**config.mk**
```make
export PLATFORM = sky130hd
export DESIGN_NAME = mant_div_seq
export DESIGN_NICKNAME = d
export VERILOG_FILES = /design/src/rtl/mant_div_pkg.sv /design/src/rtl/mant_div_step.sv /design/src/rtl/mant_div_seq.sv
export SDC_FILE = /design/constraint.sdc
export NUM_CORES = 1
export LEC_CHECK = 0
export CAP_MARGIN = 20
export CORE_UTILIZATION = 40
export CTS_BUF_LIST = sky130_fd_sc_hd__clkbuf_2
export DETAILED_ROUTE_END_ITERATION = 12
export MAX_ROUTING_LAYER = met4
export SLEW_MARGIN = 0
export SYNTH_ARGS = -nofsm -noshare
export SYNTH_HDL_FRONTEND = slang
export SYNTH_SLANG_ARGS = --single-unit
```
**constraint.sdc**
```tcl
create_clock -name clk -period 7.86 [get_ports clk]
set_clock_uncertainty 0.1 [all_clocks]
set_input_delay 1.179 -clock clk [delete_from_list [all_inputs] [get_ports clk]]
set_output_delay 1.179 -clock clk [all_outputs]
set_load 0.02 [all_outputs]
```
**src/rtl/mant_div_pkg.sv**
```systemverilog
// ---------------------------------------------------------------------------
// mant_div_pkg
// Shared types and helpers for the iterative mantissa divider.
//   state_t    : divider control states (IDLE, RUN, DONE)
//   ceil_div   : integer ceiling division, gives the cycle count N
//   cnt_width  : step-counter width for a given cycle count (never below 1)
//   *_DEFAULT  : cycle count and counter width for the default configuration
// ---------------------------------------------------------------------------
package mant_div_pkg;

    typedef enum logic [1:0] {
        IDLE = 2'd0,
        RUN  = 2'd1,
        DONE = 2'd2
    } state_t;

    function automatic int ceil_div(input int a, input int b);
        return (a + b - 1) / b;
    endfunction

    // A single-cycle divide still needs a one-bit counter so the RTL never
    // declares a zero-width vector.
    function automatic int cnt_width(input int n);
        return (n > 1) ? $clog2(n) : 1;
    endfunction

    localparam int MANT_W_DEFAULT = 24;
    localparam int STEPS_DEFAULT  = 1;
    localparam int N_DEFAULT      = ceil_div(MANT_W_DEFAULT + 1, STEPS_DEFAULT);
    localparam int CNT_W_DEFAULT  = $clog2(N_DEFAULT);

endpackage

```
**src/rtl/mant_div_step.sv**
```systemverilog
// ---------------------------------------------------------------------------
// mant_div_step
// One restoring-division step: compare, conditional subtract, shift.
//   residue_in  [MANT_W:0]   : partial residue entering this step
//   divisor     [MANT_W-1:0] : divisor B
//   last_step                : final step of the divide, the residue is left
//                              unshifted so it becomes the remainder
//   enable                   : step is active; when low the residue passes
//                              through and the quotient bit is 0
//   residue_out [MANT_W:0]   : partial residue leaving this step
//   q_bit                    : quotient bit produced by this step
// ---------------------------------------------------------------------------
module mant_div_step #(
    parameter int MANT_W = 24
) (
    input  logic [MANT_W:0]   residue_in,
    input  logic [MANT_W-1:0] divisor,
    input  logic              last_step,
    input  logic              enable,
    output logic [MANT_W:0]   residue_out,
    output logic              q_bit
);

    logic [MANT_W:0] div_ext;
    logic [MANT_W:0] diff;
    logic [MANT_W:0] kept;
    logic            geq;

    // Residue is always below 2*B, so one extra bit above the divisor width
    // is enough for both the compare and the shifted result.
    always_comb begin
        div_ext     = {1'b0, divisor};
        geq         = (residue_in >= div_ext);
        diff        = residue_in - div_ext;
        kept        = geq ? diff : residue_in;
        residue_out = residue_in;
        q_bit       = 1'b0;
        if (enable) begin
            q_bit       = geq;
            residue_out = last_step ? kept : {kept[MANT_W-1:0], 1'b0};
        end
    end

endmodule

```
**src/rtl/mant_div_seq.sv**
```systemverilog
// ---------------------------------------------------------------------------
// mant_div_seq
// Iterative restoring mantissa divider: Q = floor(A*2^MANT_W / B),
// R = A*2^MANT_W - Q*B, computed STEPS_PER_CYCLE bits per clock.
// Optional feature macro: MANT_DIV_STICKY_EN (adds the sticky output).
//
// Parameters:
//   MANT_W          : mantissa width including hidden bit
//   STEPS_PER_CYCLE : restoring steps per clock, 1..MANT_W+1
// Ports:
//   clk, rst_n          : clock, asynchronous active-low reset
//   in_valid / in_ready : operand handshake
//   dividend, divisor   : A and B, unsigned, A < 2*B expected
//   out_valid/out_ready : result handshake
//   quotient            : MANT_W+1 bits, MSB is the integer bit
//   remainder           : final residue
//   div_by_zero         : B was zero (Q all ones, R = A)
//   sticky              : remainder nonzero (MANT_DIV_STICKY_EN only)
// ---------------------------------------------------------------------------
module mant_div_seq
    import mant_div_pkg::*;
#(
    parameter int MANT_W          = 24,
    parameter int STEPS_PER_CYCLE = 1
) (
    input  logic              clk,
    input  logic              rst_n,
    input  logic              in_valid,
    output logic              in_ready,
    input  logic [MANT_W-1:0] dividend,
    input  logic [MANT_W-1:0] divisor,
    output logic              out_valid,
    input  logic              out_ready,
    output logic [MANT_W:0]   quotient,
    output logic [MANT_W-1:0] remainder,
    output logic              div_by_zero
`ifdef MANT_DIV_STICKY_EN
   ,output logic              sticky
`endif
);

    localparam int             N        = ceil_div(MANT_W + 1, STEPS_PER_CYCLE);
    localparam int             CNT_W    = cnt_width(N);
    localparam logic [CNT_W-1:0] LAST_CNT = CNT_W'(N - 1);

    state_t            state;
    logic [MANT_W:0]   residue_q;
    logic [MANT_W-1:0] divisor_q;
    logic [MANT_W:0]   quot_q;
    logic [CNT_W-1:0]  cnt;
    logic              zero_div;

    logic [MANT_W:0]   res_final;
    logic [MANT_W:0]   quot_final;

    // Chain of combinational steps. Global step index cnt*S + j selects the
    // quotient bit; indices past MANT_W only occur in the last cycle and are
    // masked so surplus steps leave residue and quotient untouched.
    for (genvar j = 0; j < STEPS_PER_CYCLE; j++) begin : g_step
        logic [MANT_W:0] res_in;
        logic [MANT_W:0] res_out;
        logic [MANT_W:0] q_in;
        logic [MANT_W:0] q_out;
        logic            q_bit;
        logic            step_en;
        logic            step_last;
        int              step_idx;

        if (j == 0) begin : g_first
            assign res_in = residue_q;
            assign q_in   = quot_q;
        end else begin : g_next
            assign res_in = g_step[j-1].res_out;
            assign q_in   = g_step[j-1].q_out;
        end

        always_comb begin
            step_idx = int'(cnt) * STEPS_PER_CYCLE + j;
        end

        assign step_en   = (step_idx <= MANT_W);
        assign step_last = (step_idx == MANT_W);

        mant_div_step #(
            .MANT_W (MANT_W)
        ) u_step (
            .residue_in  (res_in),
            .divisor     (divisor_q),
            .last_step   (step_last),
            .enable      (step_en),
            .residue_out (res_out),
            .q_bit       (q_bit)
        );

        assign q_out = step_en ? {q_in[MANT_W-1:0], q_bit} : q_in;
    end

    assign res_final  = g_step[STEPS_PER_CYCLE-1].res_out;
    assign quot_final = g_step[STEPS_PER_CYCLE-1].q_out;

    // The working registers double as the result registers, so the outputs
    // come straight from flops.
    assign quotient  = quot_q;
    assign remainder = residue_q[MANT_W-1:0];

    // Control FSM and datapath registers. Divide by zero still passes through
    // one RUN cycle (counter preloaded to the last count) so that out_valid
    // rises one clock after acceptance; zero_div freezes the preset result.
    always_ff @(posedge clk or negedge rst_n) begin
        if (!rst_n) begin
            state       <= IDLE;
            in_ready    <= 1'b1;
            out_valid   <= 1'b0;
            residue_q   <= '0;
            divisor_q   <= '0;
            quot_q      <= '0;
            cnt         <= '0;
            zero_div    <= 1'b0;
            div_by_zero <= 1'b0;
`ifdef MANT_DIV_STICKY_EN
            sticky      <= 1'b0;
`endif
        end else begin
            case (state)
                IDLE: begin
                    if (in_valid) begin
                        in_ready  <= 1'b0;
                        residue_q <= {1'b0, dividend};
                        divisor_q <= divisor;
                        state     <= RUN;
                        if (divisor == '0) begin
                            quot_q   <= '1;
                            cnt      <= LAST_CNT;
                            zero_div <= 1'b1;
                        end else begin
                            quot_q   <= '0;
                            cnt      <= '0;
                            zero_div <= 1'b0;
                        end
                    end
                end

                RUN: begin
                    if (!zero_div) begin
                        residue_q <= res_final;
                        quot_q    <= quot_final;
                    end
                    if (cnt == LAST_CNT) begin
                        state       <= DONE;
                        out_valid   <= 1'b1;
                        div_by_zero <= zero_div;
`ifdef MANT_DIV_STICKY_EN
                        sticky      <= !zero_div && (|res_final);
`endif
                    end else begin
                        cnt <= cnt + 1'b1;
                    end
                end

                DONE: begin
                    if (out_ready) begin
                        out_valid <= 1'b0;
                        in_ready  <= 1'b1;
                        state     <= IDLE;
                    end
                end

                default: begin
                    state     <= IDLE;
                    in_ready  <= 1'b1;
                    out_valid <= 1'b0;
                end
            endcase
        end
    end

endmodule

```
==> results by group, run 1 <==
Yosys
  • Main area contributors after synthesis: sky130_fd_sc_hd__dfrtp_1, sky130_fd_sc_hd__nand2_1, sky130_fd_sc_hd__o21ai_0
  • Part of the Yosys area used for sequential elements: 0.371
  • Number of nets in the synthesized netlist: approximately 800
  • Proportion of netlist area held by the largest area contributor: 0.367
  • Synthesis Warnings: 0
  • Synthesized netlist cell count: around 730
  • Biggest area consumer among synthesized cells: sky130_fd_sc_hd__dfrtp_1
  • Number of enable flip-flop cells after synthesis: 0
  • Avg Cell Area, Syn: between 7 and 8 um^2
  • Register bit count reported by yosys: between 80 and 90
  • Number of library cell types mapped by synthesis: between 50 and 60
  • Post-synth top flop: sky130_fd_sc_hd__dfrtp_1
  • Cell area after synthesis: 5730 um^2
  • Async set or reset register ratio after synthesis: 1.00

GRT
  • GRT Resource Usage Total: 0.239
  • Number of antenna violations at the first check in global routing: 0
  • Via count of the first global-routing pass: between 5000 and 6000
  • Pin count of the biggest net entering global routing: 70
  • Sum of overflow across all layers after global routing: 0
  • First-pass GRT wire length: about 26000 um

Drt
  • First DRT Iteration DRCs: approximately 470
  • Final routed wire length divided by cell count: between 15 and 20 um
  • Via count normalized by instance count: roughly 5.6
  • Pre-antenna DRT Iters: 5
  • DRC violations left: 0
  • Detail Route Antenna Nets: 0
  • DR vias: 5445
  • Overall routed net length: about 17000 um

STA
  • Final clock period utilization by the worst path: 0.443
  • Total negative setup slack: 0 ns
  • Final Hold Fails: 0
  • Tightest Pin Transition: slightly above 0.8 ns
  • Clock period minus worst slack: about 3.5 ns
  • Setup repair after global routing missed its margin: false
  • Final setup violation count: 0
  • Highest achievable clock rate: 287 MHz
  • Fin. max-slew vios: 0
  • Rel. slew slack: 0.452

Clock network
  • Number of CTS-inserted buffers: 9
  • Post-cts sizing count: 0
  • Clock buffer depth: 2
  • Post-CTS setup repair buffer count: 0
  • CTS root buf: sky130_fd_sc_hd__clkbuf_2
  • Clock tree from TritonCTS: done
  • Clk sinks: 85
  • Number of H-tree levels: 3
  • Clock transition at the register clock pins on the worst setup and hold paths after CTS: 0.27 ns
  • Clock latency of the later-clocked register in the worst-skew pair: between 0.6 and 0.7 ns
  • Quantity of hold-fixing buffers added after cts: 0

Worst setup path
  • Worst Setup Start Kind: flop
  • Critical path start-end classification: reg2reg
  • Worst endpoint required time: a little over 8 ns
  • Cell mode on critical path: sky130_fd_sc_hd__nor2_1
  • Cell family with the largest share of critical-path delay: compound AO/OA/AOI/OAI gates
  • Cell at the slowest stage of the critical path: sky130_fd_sc_hd__o31a_4
  • Highest fanout seen on the critical path: 50
  • Cells along the critical path: ha_1 > a21oi_2 > nor2_1 > nor2_1 > a21oi_1 > a2111oi_2 > o31a_4 > mux2_2 > a221oi_1 > o21ai_1
  • Largest stage delay, worst path: between 0.5 and 0.6 ns
  • Crit path buffers/inverters: 0
  • Endpoint kind of the worst setup timing path: flop
  • Worst EP arrival: 3.92 ns

Run
  • Maxcap violations: 0

Run status
  • Outcome: finished, final reports clean

Floorplan
  • Floorplan die height: around 120 um
  • Placeable core area: around 14000 um^2
  • Starting utilization of the core area: 0.411
  • Area of the die: around 15000 um^2
  • Width of the die: approximately 120 um
  • Boundary pin count: about 100
  • Number of standard-cell rows in the floorplan: 43

Cells and area
  • Share of cells above drive strength 1: 0.0546
  • Number of nets in the final layout: roughly 860
  • Fill cell instance count of the final layout: 1355
  • Final core utilization: 0.488
  • Signed area change from the synthesized netlist to the final layout: 18.6%
  • Antenna fix cells: 0
  • Design Area, Final: about 6800 um^2

Min path
  • Kind of path behind the tightest hold check: in2async

Pwr
  • Total Power Consumption: 3670 uW
  • Total power per unit cell area: about 540 nW/um^2
  • Peak supply drop: about 0.21 mV
  • Leakage power of the design: approximately 0.0028 uW

Placed design
  • Routability congestion estimate: between 0.8 and 0.9
  • Count of buffers from port buffering: about 100
  • Detailed-placement wirelength estimate: between 10000 and 15000 um
  • Post-detailed-placement cell area: ~6700 um^2
-- sequential cells by signal (all words and copies together) (netlist names) --
signal and cells:
in_ready 1, state 2, quotient 25, out_valid 1, zero_div 1, divisor_q 24, g_step.res_in 25, div_by_zero 1
cnt 5
-- cell usage in the layout, fill, tap and decap left out, types with 3 or more instances in the layout --
master	count
sky130_fd_sc_hd__a211oi_1	4
sky130_fd_sc_hd__xor2_1	10
sky130_fd_sc_hd__o21ai_0	80
sky130_fd_sc_hd__mux2_2	3
sky130_fd_sc_hd__a221oi_1	6
sky130_fd_sc_hd__o21a_1	4
sky130_fd_sc_hd__and3_1	3
sky130_fd_sc_hd__ha_1	26
sky130_fd_sc_hd__o21ai_1	5
sky130_fd_sc_hd__nand2b_1	7
sky130_fd_sc_hd__xnor2_1	11
sky130_fd_sc_hd__o211ai_1	8
sky130_fd_sc_hd__inv_6	3
sky130_fd_sc_hd__a21oi_1	65
sky130_fd_sc_hd__nand3_1	11
sky130_fd_sc_hd__o31ai_1	4
sky130_fd_sc_hd__clkbuf_2	10
sky130_fd_sc_hd__nor3_1	10
sky130_fd_sc_hd__mux2i_1	8
sky130_fd_sc_hd__dfrtp_1	84
sky130_fd_sc_hd__a31oi_1	17
sky130_fd_sc_hd__a21o_1	9
sky130_fd_sc_hd__nor2_1	55
sky130_fd_sc_hd__a21oi_2	3
sky130_fd_sc_hd__nand2_1	143
sky130_fd_sc_hd__nor4_1	7
sky130_fd_sc_hd__buf_4	7
sky130_fd_sc_hd__nand4_1	6
sky130_fd_sc_hd__inv_1	31
sky130_fd_sc_hd__clkdlybuf4s50_1	102
-- power by group --
group	total (uW)	switching (uW)	internal [uW]
clock network	230	181	49.6
registers	843	198	645
logic	2590	1500	1090
total	3670	1880	1780
-- cell type report --
type | count | area, um^2 | area share
Sequential cell | 85 | 2130 | 0.313
Multi-Input combinational cell | 545 | 3130 | 0.461
Inverter | 31 | 116 | 0.0171
Clock inverter | 6 | 53.8 | 0.00791
Timing Repair Buffer | 110 | 1090 | 0.161
Clock buffer | 10 | 50.0 | 0.00736
Tap cell | 180 | 225 | 0.0331
-- cells by family (layout without fill, tap and decap cells) --
logic type                 after synthesis  in the layout  synth area share
AOI/OAI and AO/OA                      231            231             0.244
xor gates and xnor gates                21             21            0.0321
adders and majority gates               27             27            0.0602
buffers and inverters                   99            157            0.0847
DFF                                     85             85             0.371
muxes                                   11             11            0.0199
and+or+nand+nor                        255            255             0.188
-- per-layer routing --
layer | global-route usage | wire [um] | up-vias
met5 | - | 0 | -
met4 | 0.0972 | 421 | 0
met3 | 0.0417 | 1020 | 27
met2 | 0.344 | 7190 | 179
met1 | 0.332 | 8090 | 2600
li1 | - | - | 2639
-- synthesized netlist by cell type, types with 2 or more instances --
cell                          n
sky130_fd_sc_hd__a2111oi_0    2
sky130_fd_sc_hd__a211o_1      2
sky130_fd_sc_hd__a211oi_1     4
sky130_fd_sc_hd__a21o_1       9
sky130_fd_sc_hd__a21oi_1     65
sky130_fd_sc_hd__a21oi_2      3
sky130_fd_sc_hd__a221o_1      2
sky130_fd_sc_hd__a221oi_1     6
sky130_fd_sc_hd__a31oi_1     17
sky130_fd_sc_hd__a32oi_1      2
sky130_fd_sc_hd__a41oi_1      2
sky130_fd_sc_hd__and2_1       2
sky130_fd_sc_hd__and3_1       3
sky130_fd_sc_hd__buf_2       10
sky130_fd_sc_hd__buf_4       25
sky130_fd_sc_hd__clkbuf_1    31
sky130_fd_sc_hd__dfrtp_1     84
sky130_fd_sc_hd__ha_1        26
sky130_fd_sc_hd__inv_1       31
sky130_fd_sc_hd__mux2_2       3
sky130_fd_sc_hd__mux2i_1      8
sky130_fd_sc_hd__nand2_1    143
sky130_fd_sc_hd__nand2b_1     7
sky130_fd_sc_hd__nand3_1     11
sky130_fd_sc_hd__nand4_1      6
sky130_fd_sc_hd__nor2_1      57
sky130_fd_sc_hd__nor2b_1      2
sky130_fd_sc_hd__nor3_1      11
sky130_fd_sc_hd__nor4_1       7
sky130_fd_sc_hd__o2111ai_1    2
sky130_fd_sc_hd__o211ai_1     8
sky130_fd_sc_hd__o21a_1       4
sky130_fd_sc_hd__o21ai_0     80
sky130_fd_sc_hd__o21ai_1      5
sky130_fd_sc_hd__o21ai_2      2
sky130_fd_sc_hd__o221ai_1     2
sky130_fd_sc_hd__o22ai_1      2
sky130_fd_sc_hd__o31ai_1      4
sky130_fd_sc_hd__or2_2        2
sky130_fd_sc_hd__xnor2_1     11
sky130_fd_sc_hd__xor2_1      10
-- worst paths after layout --
path | start | to | slack [ns] | cells past startpoint
min in group clk | divisor_q[0]$_DFFE_PN0P_ | divisor_q[0]$_DFFE_PN0P_ | 0.43 | 2
max in group asynchronous | rst_n | divisor_q[0]$_DFFE_PN0P_ | 6.23 | 2
max | g_step[0].res_in[18]$_DFFE_PN0P_ | g_step[0].res_in[10]$_DFFE_PN0P_ | 4.38 | 10
min reg2reg | divisor_q[0]$_DFFE_PN0P_ | divisor_q[0]$_DFFE_PN0P_ | 0.43 | 2
max reg2reg | g_step[0].res_in[18]$_DFFE_PN0P_ | g_step[0].res_in[10]$_DFFE_PN0P_ | 4.38 | 10
min | rst_n | divisor_q[4]$_DFFE_PN0P_ | 0.33 | 1
-- per-stage QoR --
| stage | setup WS (ns) | hold WS (ns) | cells |
|---|---|---|---|
| global placement | 4.36 | 0.367 | 950 |
| global route | 4.19 | 0.327 | 967 |
| CTS | 4.38 | 0.323 | 966 |
| floorplan | 5.05 | 0.350 | 729 |
| detailed placement | 4.26 | 0.382 | 950 |
| finish | 4.38 | 0.325 | 967 |
Note: power is estimated with default switching activity, not from simulation.
==> inputs of run 2 (changes only) <==
clock period = 3.4 ns   (was 7.86 ns; I/O delays follow)
==> results by group, run 2 (synthesis gave the netlist of run 1 again) <==
Run status
  • Outcome: finished, final reports clean

Worst setup path
  • Cell at the slowest stage of the critical path: sky130_fd_sc_hd__dfrtp_1
  • Endpoint kind of the worst setup timing path: flop
  • Critical path start-end classification: reg2reg
  • Cells along the critical path: ha_1 > a21oi_2 > nor2_1 > nor2_1 > a21oi_1 > a2111oi_4 > o31a_4 > buf_4 > mux2i_1 > a21oi_1 > a221o_1
  • Worst EP arrival: 3.63 ns (-0.29 ns)
  • Largest stage delay, worst path: 0.52 ns (-0.06 ns)
  • Worst Setup Start Kind: flop
  • Highest fanout seen on the critical path: 9 (-82%)
  • Worst endpoint required time: 3.82 ns (-4.47 ns)

Clock network
  • Clock latency of the later-clocked register in the worst-skew pair: 0.61 ns (-0.04 ns)
  • CTS root buf: sky130_fd_sc_hd__clkbuf_2
  • Number of CTS-inserted buffers: 9 (unchanged)
  • Clock buffer depth: 2 (unchanged)
  • Clock tree from TritonCTS: done
  • Clock transition at the register clock pins on the worst setup and hold paths after CTS: 0.25 ns (-0.02 ns)
  • Clk sinks: 85 (unchanged)
  • Number of H-tree levels: 3 (unchanged)

Min path
  • Kind of path behind the tightest hold check: in2async

Cells and area
  • Commonest cells after routing, fill and taps aside: sky130_fd_sc_hd__nand2_1, sky130_fd_sc_hd__clkdlybuf4s50_1, sky130_fd_sc_hd__dfrtp_1, sky130_fd_sc_hd__o21ai_0, sky130_fd_sc_hd__a21oi_1
  • Share of cells above drive strength 1: 0.0757 (+0.0210)
  • Antenna fix cells: 0 (unchanged)
  • Fill cell instance count of the final layout: 1348 (-0.52%)
  • Number of nets in the final layout: 880 (+2.2%)
  • Signed area change from the synthesized netlist to the final layout: 22.1%
  • Most frequent standard cell in the layout excluding fill and tap cells: sky130_fd_sc_hd__nand2_1

Drt
  • DR vias: 5444 (-0.018%)
  • Final routed wire length divided by cell count: 18.0 um (+4.3%)
  • Overall routed net length: 17800 um (+6.3%)
  • Detail Route Antenna Nets: 0 (unchanged)
  • First DRT Iteration DRCs: 356 (-25%)
  • Pre-antenna DRT Iters: 5 (unchanged)
  • DRC violations left: 0 (unchanged)
  • Via count normalized by instance count: 5.52 (-1.9%)

Floorplan
  • Floorplan die height: 122 um (unchanged)
  • Number of standard-cell rows in the floorplan: 43 (unchanged)
  • Area of the die: 14800 um^2 (unchanged)
  • Boundary pin count: 104 (unchanged)
  • Starting utilization of the core area: 0.411 (unchanged)
  • Width of the die: 122 um (unchanged)
  • Placeable core area: 13900 um^2 (unchanged)

STA
  • Final clock period utilization by the worst path: 0.944 (+0.500)
  • Setup repair after global routing missed its margin: false
  • Clock period minus worst slack: 3.21 ns (-0.275 ns)
  • Highest achievable clock rate: 312 MHz (+8.6%)
  • Rel. slew slack: 0.476 (+0.0240)
  • Total negative setup slack: 0 ns (unchanged)
  • Fin. max-slew vios: 0 (unchanged)
  • Final setup violation count: 0 (unchanged)
  • Final Hold Fails: 0 (unchanged)
  • Worst slack on hold paths: 0.212 ns (-0.113 ns)
  • Tightest Pin Transition: 0.786 ns (-0.0329 ns)

Placed design
  • Count of buffers from port buffering: 103 (unchanged)
  • Detailed-placement wirelength estimate: 13000 um (+9.2%)
  • Routability congestion estimate: 0.892 (+0.37%)

GRT
  • Via count of the first global-routing pass: 5182 (+0.90%)
  • GRT Resource Usage Total: 0.257 (+0.0174)
  • First-pass GRT wire length: 27900 um (+6.0%)
  • Sum of overflow across all layers after global routing: 0 (unchanged)
  • Pin count of the biggest net entering global routing: 50 (-29%)
  • Number of antenna violations at the first check in global routing: 0 (unchanged)

Pwr
  • Leakage power of the design: 0.00293 uW (+4.1%)
  • Peak supply drop: 0.395 mV (+90%)
  • Total power per unit cell area: 1260 nW/um^2 (+130%)

Run
  • Maxcap violations: 0 (unchanged)
==> run 2: critical path, delay by kind of cell, from the launching register on <==
family | cells | cell delay, ns
compound gates | 6 | 1.41
fa+ha+maj | 1 | 0.43
buf+inv | 1 | 0.16
flops | 1 | 0.52
mux | 1 | 0.24
simple gates | 2 | 0.27
==> run 2: metrics by stage <==
stage | cells | worst slack, ns | area [um^2] | util | power, uW
final | 986 | 0.192 | 7000 | 0.502 | 8840
after global routing | 986 | 0.0215 | 7000 | 0.502 | 9630
after CTS | 983 | 0.137 | 6950 | 0.499 | 8680
after detailed placement | 966 | 0.161 | 6800 | 0.488 | 7980
after global placement | 966 | 0.185 | 6800 | 0.488 | 7940
after floorplan | 729 | 0.647 | 5730 | - | 6370
==> run 2: power by group <==
| part | internal [uW] | leakage (uW) | switching (uW) |
|---|---|---|---|
| clock | 249 | 0.0000858 | 405 |
| sequential | 1490 | 0.00106 | 402 |
| combinational | 2660 | 0.00179 | 3630 |
==> run 2: cell type report <==
class                   count  area, um^2  area share
flip-flops and latches     85        2130       0.304
multi-input cells         546        3170       0.453
well taps                 180         225      0.0322
clock inverters             7        97.6      0.0139
inverters                  31         116      0.0166
clock buffers               9        45.0     0.00643
repair buffers            128        1220       0.174
==> run 2: final timing paths <==
| kind | slack, ns | to | from | depth (start not counted) |
|---|---|---|---|---|
| min in group clk | 0.32 | g_step[0].res_in[3]$_DFFE_PN0P_ | dividend[3] | 3 |
| worst min register to register | 0.43 | divisor_q[0]$_DFFE_PN0P_ | divisor_q[0]$_DFFE_PN0P_ | 2 |
| worst min-delay path | 0.21 | divisor_q[4]$_DFFE_PN0P_ | rst_n | 2 |
| worst max register to register | 0.19 | g_step[0].res_in[19]$_DFFE_PN0P_ | g_step[0].res_in[18]$_DFFE_PN0P_ | 11 |
| worst max-delay path | 0.19 | g_step[0].res_in[19]$_DFFE_PN0P_ | g_step[0].res_in[18]$_DFFE_PN0P_ | 11 |
| max in group asynchronous | 2.21 | in_ready$_DFFE_PN1P_ | rst_n | 3 |
==> run 2: metal layers <==
metal  up-vias  track usage  routed length [um]
met5         -            -                   0
met4         0       0.0702                 199
met3        15       0.0379                1190
met2       178        0.365                7670
met1      2583        0.377                8720
li1       2668            -                   -
==> run 2: timing repair <==
action	in CTS	in global routing
hold buffers	1	0
endpoints found under the setup margin	0	9
gates resized for setup	0	4
buffers inserted	0	2
hold endpoints to repair	26	0
